[config.mk]
export PLATFORM = sky130hd
export DESIGN_NAME = ysyx_23060203_axi_rd_rr_arb
export DESIGN_NICKNAME = d
export VERILOG_FILES = /design/src/rtl/ysyx_23060203_axi_rd_rr_arb.sv
export SDC_FILE = /design/constraint.sdc
export NUM_CORES = 1
export LEC_CHECK = 0
export BUFFER_PORTS_ARGS = -buffer_cell sky130_fd_sc_hd__buf_2
export CAP_MARGIN = 20
export CORE_AREA = 2 2 93 95
export CTS_BUF_LIST = sky130_fd_sc_hd__clkbuf_8 sky130_fd_sc_hd__clkbuf_16
export CTS_CLUSTER_SIZE = 12
export DETAILED_ROUTE_END_ITERATION = 12
export DIE_AREA = 0 0 95 97
export PLACE_DENSITY = 0.71
export REMOVE_ABC_BUFFERS = 1
export SYNTH_ARGS = -nofsm -noshare
export SYNTH_HDL_FRONTEND = slang
export SYNTH_SLANG_ARGS = --single-unit
[constraint.sdc]
create_clock -name clk -period 2.6 [get_ports clk]
set_clock_uncertainty 0.05 [all_clocks]
set_input_delay 0.13 -clock clk [delete_from_list [all_inputs] [get_ports clk]]
set_output_delay 0.13 -clock clk [all_outputs]
set_load 0.05 [all_outputs]
[src/rtl/ysyx_23060203_axi_rd_rr_arb.sv]
// Round-robin arbiter sharing one AXI4 read channel (AR/R) between N requesters.
// One transaction in flight at a time; R beats are routed back to the owner until rlast.
module ysyx_23060203_axi_rd_rr_arb #(
  parameter int N  = 2,
  parameter int AW = 32,
  parameter int DW = 32,
  localparam int GW = (N > 1) ? $clog2(N) : 1
) (
  input  logic            clk,
  input  logic            rstn,

  input  logic [N-1:0]    s_arvalid,
  output logic [N-1:0]    s_arready,
  input  logic [N*AW-1:0] s_araddr,
  input  logic [N*8-1:0]  s_arlen,
  input  logic [N*3-1:0]  s_arsize,
  input  logic [N*2-1:0]  s_arburst,
  input  logic [N*4-1:0]  s_arid,

  output logic [N-1:0]    s_rvalid,
  input  logic [N-1:0]    s_rready,
  output logic [DW-1:0]   s_rdata,
  output logic [1:0]      s_rresp,
  output logic            s_rlast,
  output logic [3:0]      s_rid,

  output logic            m_arvalid,
  input  logic            m_arready,
  output logic [AW-1:0]   m_araddr,
  output logic [7:0]      m_arlen,
  output logic [2:0]      m_arsize,
  output logic [1:0]      m_arburst,
  output logic [3:0]      m_arid,

  input  logic            m_rvalid,
  output logic            m_rready,
  input  logic [DW-1:0]   m_rdata,
  input  logic [1:0]      m_rresp,
  input  logic            m_rlast,
  input  logic [3:0]      m_rid
);

  typedef enum logic [1:0] {
    IDLE,
    ADDR,
    DATA
  } state_e;

  state_e        state_q, state_d;
  logic [GW-1:0] grant_q, grant_d;
  logic [GW-1:0] prio_q, prio_d;
  logic [AW-1:0] arAddr_q, arAddr_d;
  logic [7:0]    arLen_q, arLen_d;
  logic [2:0]    arSize_q, arSize_d;
  logic [1:0]    arBurst_q, arBurst_d;
  logic [3:0]    arId_q, arId_d;

  logic [GW-1:0] winner;
  logic          anyReq;

  logic [AW-1:0] reqAddr  [N];
  logic [7:0]    reqLen   [N];
  logic [2:0]    reqSize  [N];
  logic [1:0]    reqBurst [N];
  logic [3:0]    reqId    [N];

  for (genvar i = 0; i < N; i++) begin : gUnpack
    assign reqAddr[i]  = s_araddr[i*AW +: AW];
    assign reqLen[i]   = s_arlen[i*8 +: 8];
    assign reqSize[i]  = s_arsize[i*3 +: 3];
    assign reqBurst[i] = s_arburst[i*2 +: 2];
    assign reqId[i]    = s_arid[i*4 +: 4];
  end

  // Scan prio, prio+1, ... with an explicit mod-N wrap so non-power-of-two N never indexes past N-1.
  always_comb begin
    int idx;
    logic [GW-1:0] sel;
    winner = prio_q;
    anyReq = 1'b0;
    idx    = 0;
    sel    = '0;
    for (int k = 0; k < N; k++) begin
      idx = int'(prio_q) + k;
      if (idx >= N) begin
        idx = idx - N;
      end
      sel = GW'(idx);
      if (!anyReq && s_arvalid[sel]) begin
        anyReq = 1'b1;
        winner = sel;
      end
    end
  end

  always_comb begin
    state_d   = state_q;
    grant_d   = grant_q;
    prio_d    = prio_q;
    arAddr_d  = arAddr_q;
    arLen_d   = arLen_q;
    arSize_d  = arSize_q;
    arBurst_d = arBurst_q;
    arId_d    = arId_q;
    s_arready = '0;
    s_rvalid  = '0;
    m_arvalid = 1'b0;
    m_rready  = 1'b0;

    case (state_q)
      IDLE: begin
        if (anyReq) begin
          s_arready[winner] = 1'b1;
          grant_d   = winner;
          arAddr_d  = reqAddr[winner];
          arLen_d   = reqLen[winner];
          arSize_d  = reqSize[winner];
          arBurst_d = reqBurst[winner];
          arId_d    = reqId[winner];
          state_d   = ADDR;
        end
      end
      ADDR: begin
        m_arvalid = 1'b1;
        if (m_arready) begin
          state_d = DATA;
        end
      end
      DATA: begin
        s_rvalid[grant_q] = m_rvalid;
        m_rready          = s_rready[grant_q];
        if (m_rvalid && s_rready[grant_q] && m_rlast) begin
          state_d = IDLE;
          prio_d  = (grant_q == GW'(N - 1)) ? '0 : grant_q + 1'b1;
        end
      end
      default: begin
        state_d = IDLE;
      end
    endcase

    // The grant strobe must not escape while reset is held, even before the first reset edge.
    if (!rstn) begin
      s_arready = '0;
    end
  end

  always_ff @(posedge clk) begin
    if (!rstn) begin
      state_q   <= IDLE;
      grant_q   <= '0;
      prio_q    <= '0;
      arAddr_q  <= '0;
      arLen_q   <= '0;
      arSize_q  <= '0;
      arBurst_q <= '0;
      arId_q    <= '0;
    end else begin
      state_q   <= state_d;
      grant_q   <= grant_d;
      prio_q    <= prio_d;
      arAddr_q  <= arAddr_d;
      arLen_q   <= arLen_d;
      arSize_q  <= arSize_d;
      arBurst_q <= arBurst_d;
      arId_q    <= arId_d;
    end
  end

  assign m_araddr  = arAddr_q;
  assign m_arlen   = arLen_q;
  assign m_arsize  = arSize_q;
  assign m_arburst = arBurst_q;
  assign m_arid    = arId_q;

  assign s_rdata = m_rdata;
  assign s_rresp = m_rresp;
  assign s_rlast = m_rlast;
  assign s_rid   = m_rid;

endmodule
# [Word level (Yosys, flattened, before mapping)]
# Index checks and enable logic that the tools add are counted.
[word_totals] ff_bits=53 word_cells=80 out_inout_bits=94
[classes] muxes=42 n_eq_ne=5 n_addsub=4 reduce_logical=10 bitwise=2 n_lt_le_gt_ge=9
[op_table] cell="$mux 32" n=3
[op_table] cell="$mux 8" n=3
[op_table] cell="$mux 2" n=10
[op_table] cell="$mux 1" n=17
[op_table] cell="$mux 4" n=3
[op_table] cell="$mux 3" n=3
[op_table] cell="$lt 1x2->1 const B" n=4
[op_table] cell="$ne 2x2->1 const B" n=3
[op_table] cell="$pmux 2 s3" n=1
[op_table] cell="$logic_and 1x1->1" n=5
[op_table] cell="$ge 2x2->1 const B" n=2
[op_table] cell="$reduce_and 2->1" n=2
[op_table] cell="$reduce_and 3->1" n=1
[op_table] cell="$add 1x1->2 const B" n=1
[op_table] cell="$and 2x2->2" n=1
[op_table] cell="$demux 1 s1" n=2
[op_table] cell="$eq 2x1->1 const B" n=1
[op_table] cell="$eq 2x2->1 const B" n=1
[op_table] cell="$ge 1x1->1 const B" n=2
[op_table] cell="$ge 1x2->1 const B" n=1
[op_table] cell="$logic_not 2->1" n=1
[op_table] cell="$not 1->2" n=1
[op_table] cell="$sub 1x1->1 const B" n=2
[op_table] cell="$add 1x1->1 const B" n=1
[op_table] cell="$logic_not 1->1" n=1

# [Depth between registers and ports, before layout]
[depth] ltp_word=15 mapped_depth=6 ltp_nobuf=3

# [Worst setup path after synthesis]
# No wires, ideal clock.
[synth_path] path_kind="register -> output" startpoint="register state_q[0]" endpoint="output port s_arready[0]" n_path_buf=2 stages_incl_launch_ff=5 arrival_time_ps=1362 setup_slack_ps=1058 path_cell_list="dfxtp_1 nor2_2 buf_2 buf_2 and3_1"
[synth_between] elab_chain_len=3
[synth_lines] element="start: declaration" line_no="49" rtl="state_e state_q, state_d;"
[synth_lines] element="start signal: assignment" line_no="159" rtl="state_q <= state_d;"
[synth_lines] element="$logic_not 2->1" line_no="110" rtl="case (state_q)"
[synth_lines] element="$mux 2" line_no="110"
[synth_lines] element="$mux 2" line_no="143" rtl="if (!rstn) begin"
[synth_lines] element="end: declaration" line_no="13" rtl="output logic [N-1:0] s_arready,"
# Every way passes these cells.

# [Worst setup path after layout]
[layout_path] startpoint="register state_q[0]" endpoint="output port s_arready[1]"
# The elaborated chain is that of the path after synthesis.

==> summary.md <==
Synthesis handed over a netlist of 263 instances. Gates resized during post-CTS repair numbered 0. At the end of the flow, the number of nets in the layout was 553. The worst hold path begins at s_araddr[53]. The clock-pin transition on the worst setup and hold timing paths came out at 100 ps. Entering global routing, the biggest net connects 44 pins. Summed over all layers, the routed wires come to 10.4 mm. The tools report the number of optimization iterations in the first detailed-route pass as 4. The tools report the top achievable clock speed as 0.430 GHz. TritonCTS built the clock tree. The tree built by TritonCTS fans out to 53 sinks. IR analysis of the VDD net gives a maximum drop of 188 uV.

For the pin with the worst max-slew slack, the measured transition is 604 ps. The capturing point of the worst reg2reg path was m_araddr[30]. 0 antenna diodes ended up in the layout. Setup total negative slack on the finished layout was measured at 0 ps.

The fraction of layout instances using a drive strength above 1 works out to 44.7%. Cell taking the most area after synthesis: sky130_fd_sc_hd__dfxtp_1. After routing the design area is 0.00367 mm^2. Setup violations remaining at the end of the flow were counted as 0.

The number of buffer and inverter instances along the worst setup path was 1; the area of the core was 0.00813 mm^2. The library cells used most frequently in the layout, excluding fill and tap cells, are sky130_fd_sc_hd__buf_2 (162), sky130_fd_sc_hd__dfxtp_1 (53), sky130_fd_sc_hd__and4_1 (41), sky130_fd_sc_hd__a221o_1 (41), sky130_fd_sc_hd__dlygate4sd3_1 (38). For this block, the via count after detailed routing is 2763. Slowest cell on the critical path: sky130_fd_sc_hd__and4_4. After detailed routing, the number of vias per cell comes to 5.38. Port buffering added 162 buffers. The count of nets left with antenna violations once routing finished came out at 0.

In this run the deepest clock path goes through 2 buffers. For the leakage power of the design, the log shows 1.79 nW. For hold timing, the worst endpoint is m_araddr[21]. The worst path uses 89.5% of the clock period. The die covers 0.00922 mm^2. The largest single stage delay on the critical path is 650 ps. The total routing resource utilization after global routing was 21.9%; the relative slew slack was 59.6%. The worst setup path is captured at a primary output. The worst register-to-register path has a setup slack of 750 ps. The worst hold path passes through 2 cells.

The critical path is of the flop to primary output type. In this run the core area contains 33 standard-cell rows. Yosys printed 0 warnings.

The final global-route overflow total is 0, and the I/O pin count is 239. The tools report the number of hold violations in the final report as 0. Setup repair after global routing left no endpoint under its margin. The first global-routing pass estimated 15.2 mm of wire. Routability-driven placement finished with a final weighted congestion of 0.832. The mean instance size in the synthesized netlist was 10.0 um^2. On the critical path the largest part of the delay comes from simple AND/OR/NAND/NOR gates.

The run gives 2709 as the via count of the first global-routing pass. Total power density per cell area: 580 mW/mm^2. Along the worst path, the maximum fanout reaches 43. The area added between synthesis and finish came out at 39.0%. Of the synthesized area, sequential elements account for 40.2%. The height of the die was 97 um; the number of buffers created by CTS was 5. Required time reported for the critical path endpoint: 2420 ps. In this run the critical register-to-register path is launched from state_q[0]. The tools report the root cell of the clock tree as sky130_fd_sc_hd__clkbuf_8. CTS built an H-tree with a depth of 2. The tools report the number of max-capacitance violations reported as 0. The flow ran to the end, and the final reports show no timing, DRC or antenna violations. At the worst endpoint, the arrival time is 2150 ps.

For the worst-skew pair, the clock arrives at the later sink with an insertion delay of 300 ps. Detailed placement finished with a half-perimeter wire length of 7.70 mm. In this run the horizontal extent of the chip is 95 um. Placed cell area: 0.00320 mm^2. In the routed design, unresolved DRC markers number 0. The number of distinct standard cells referenced by the synthesized netlist came out at 27. The worst hold path belongs to the class input pin to flop.

By area the synthesized netlist is led by sky130_fd_sc_hd__dfxtp_1 (40%), sky130_fd_sc_hd__a221o_1 (16%), sky130_fd_sc_hd__and4_1 (14%). The signal on the critical path passes through nor2_4 -> and4_4 -> buf_2. After synthesis, the largest area contributor takes up 40.2% of total cell area. The number of flip-flops and latches in the synthesized netlist was 53. For the worst flop-to-flop path, the logic depth is 4. The initial antenna violation count is 1, and the post-detailed-route wirelength per cell is 20.3 um. The run gives 0 as the number of max-slew violations in the final report.

STA classifies the critical path startpoint as a flop. In this run, the number of DRC markers left after iteration 0 of detailed routing was 80. The tools report the starting density of the core as 32.5%.

The worst path in the final design needs a cycle of 2330 ps, including I/O delays and setup. Summing every instance area after synthesis gives 0.00264 mm^2. Leading cell type in the layout, fill and taps excluded: sky130_fd_sc_hd__buf_2.
how the worst max path moves through the flow:
stage	start	end	slack (ps)	cells past startpoint
2_1_floorplan	prio_q	s_arready[0]	-460	2
3_3_place_gp	state_q[0]	s_arready[1]	620	3
3_5_place_dp	state_q[0]	s_arready[1]	600	3
4_1_cts	state_q[0]	s_arready[1]	260	3
5_1_grt	state_q[0]	s_arready[1]	140	3
6_report	state_q[0]	s_arready[1]	270	3
routing by layer:
layer	up-vias	GRT usage [%]	share of wire [%]	routed length (um)
met4	2	5.91	1.8	185
li1	1285	-	-	-
met2	195	32.8	44	4540
met1	1262	23.1	37	3870
met5	-	4.76	0.54	56
met3	19	17.6	17	1770
through the flow:
stage	hold WS (ps)	cells	utilization, %	total power, W	setup slack (ps)
2_1_floorplan	198	195	-	0.00137	-458
3_3_place_gp	210	468	39.3	0.00160	625
3_5_place_dp	210	468	39.3	0.00160	604
4_1_cts	3.59	514	45.2	0.00215	262
5_1_grt	5.98	514	45.2	0.00223	138
6_report	15.5	514	45.2	0.00213	272
layout make-up:
cell class                 instances  area [um^2]
clock inverter                     2         13.8
fill                             813         4460
sequential                        53         1060
clock buffer                       6         82.6
inverter                           1         3.75
timing repair buffer             206         1240
tap                              105          131
multi-input combinational        141         1140
logic make-up after synthesis:
kind of cell | Yosys count | share of synthesized area, %
mux | 2 | 0.758
compound gates | 63 | 20.5
buf+inv | 69 | 17.4
simple gates | 76 | 21.1
flops | 53 | 40.2
state kept, by name (all words and copies together) (netlist names):
| register | cells |
|---|---|
| grant_q | 1 |
| m_araddr | 32 |
| prio_q | 1 |
| m_arid | 4 |
| state_q | 2 |
| m_arlen | 8 |
| m_arburst | 2 |
| m_arsize | 3 |
repair_timing:
action,CTS,global route
setup buffers,0,0
hold buffers,38,0
hold endpoints to repair,38,0
synth_stat cells:
cell                        count
sky130_fd_sc_hd__buf_2          8
sky130_fd_sc_hd__nand3_1        8
sky130_fd_sc_hd__and4_4         1
sky130_fd_sc_hd__dfxtp_1       53
sky130_fd_sc_hd__or2_2          2
sky130_fd_sc_hd__and3_1         2
sky130_fd_sc_hd__nand4_1        8
sky130_fd_sc_hd__nand2b_1       2
sky130_fd_sc_hd__a221o_1       41
sky130_fd_sc_hd__a21oi_2        1
sky130_fd_sc_hd__o21ai_0        9
sky130_fd_sc_hd__mux2i_1        2
sky130_fd_sc_hd__a21o_1         1
sky130_fd_sc_hd__nand2_1        4
sky130_fd_sc_hd__nor2b_1        3
sky130_fd_sc_hd__a2111oi_0      1
sky130_fd_sc_hd__and4_1        41
sky130_fd_sc_hd__a21boi_0       1
sky130_fd_sc_hd__a31oi_1        8
sky130_fd_sc_hd__buf_4         39
sky130_fd_sc_hd__buf_6          6
sky130_fd_sc_hd__or3b_2         1
sky130_fd_sc_hd__nor2_2         1
sky130_fd_sc_hd__inv_1          1
sky130_fd_sc_hd__nor2_1         3
sky130_fd_sc_hd__clkbuf_1      15
sky130_fd_sc_hd__a21oi_1        1
power by group:
group | internal [W] | switching [W]
combinational | 0.000236 | 0.000463
sequential | 0.000889 | 0.0000456
clock | 0.000217 | 0.000281
total | 0.00134 | 0.000790
No activity file was read; power rests on OpenSTA's default activity.
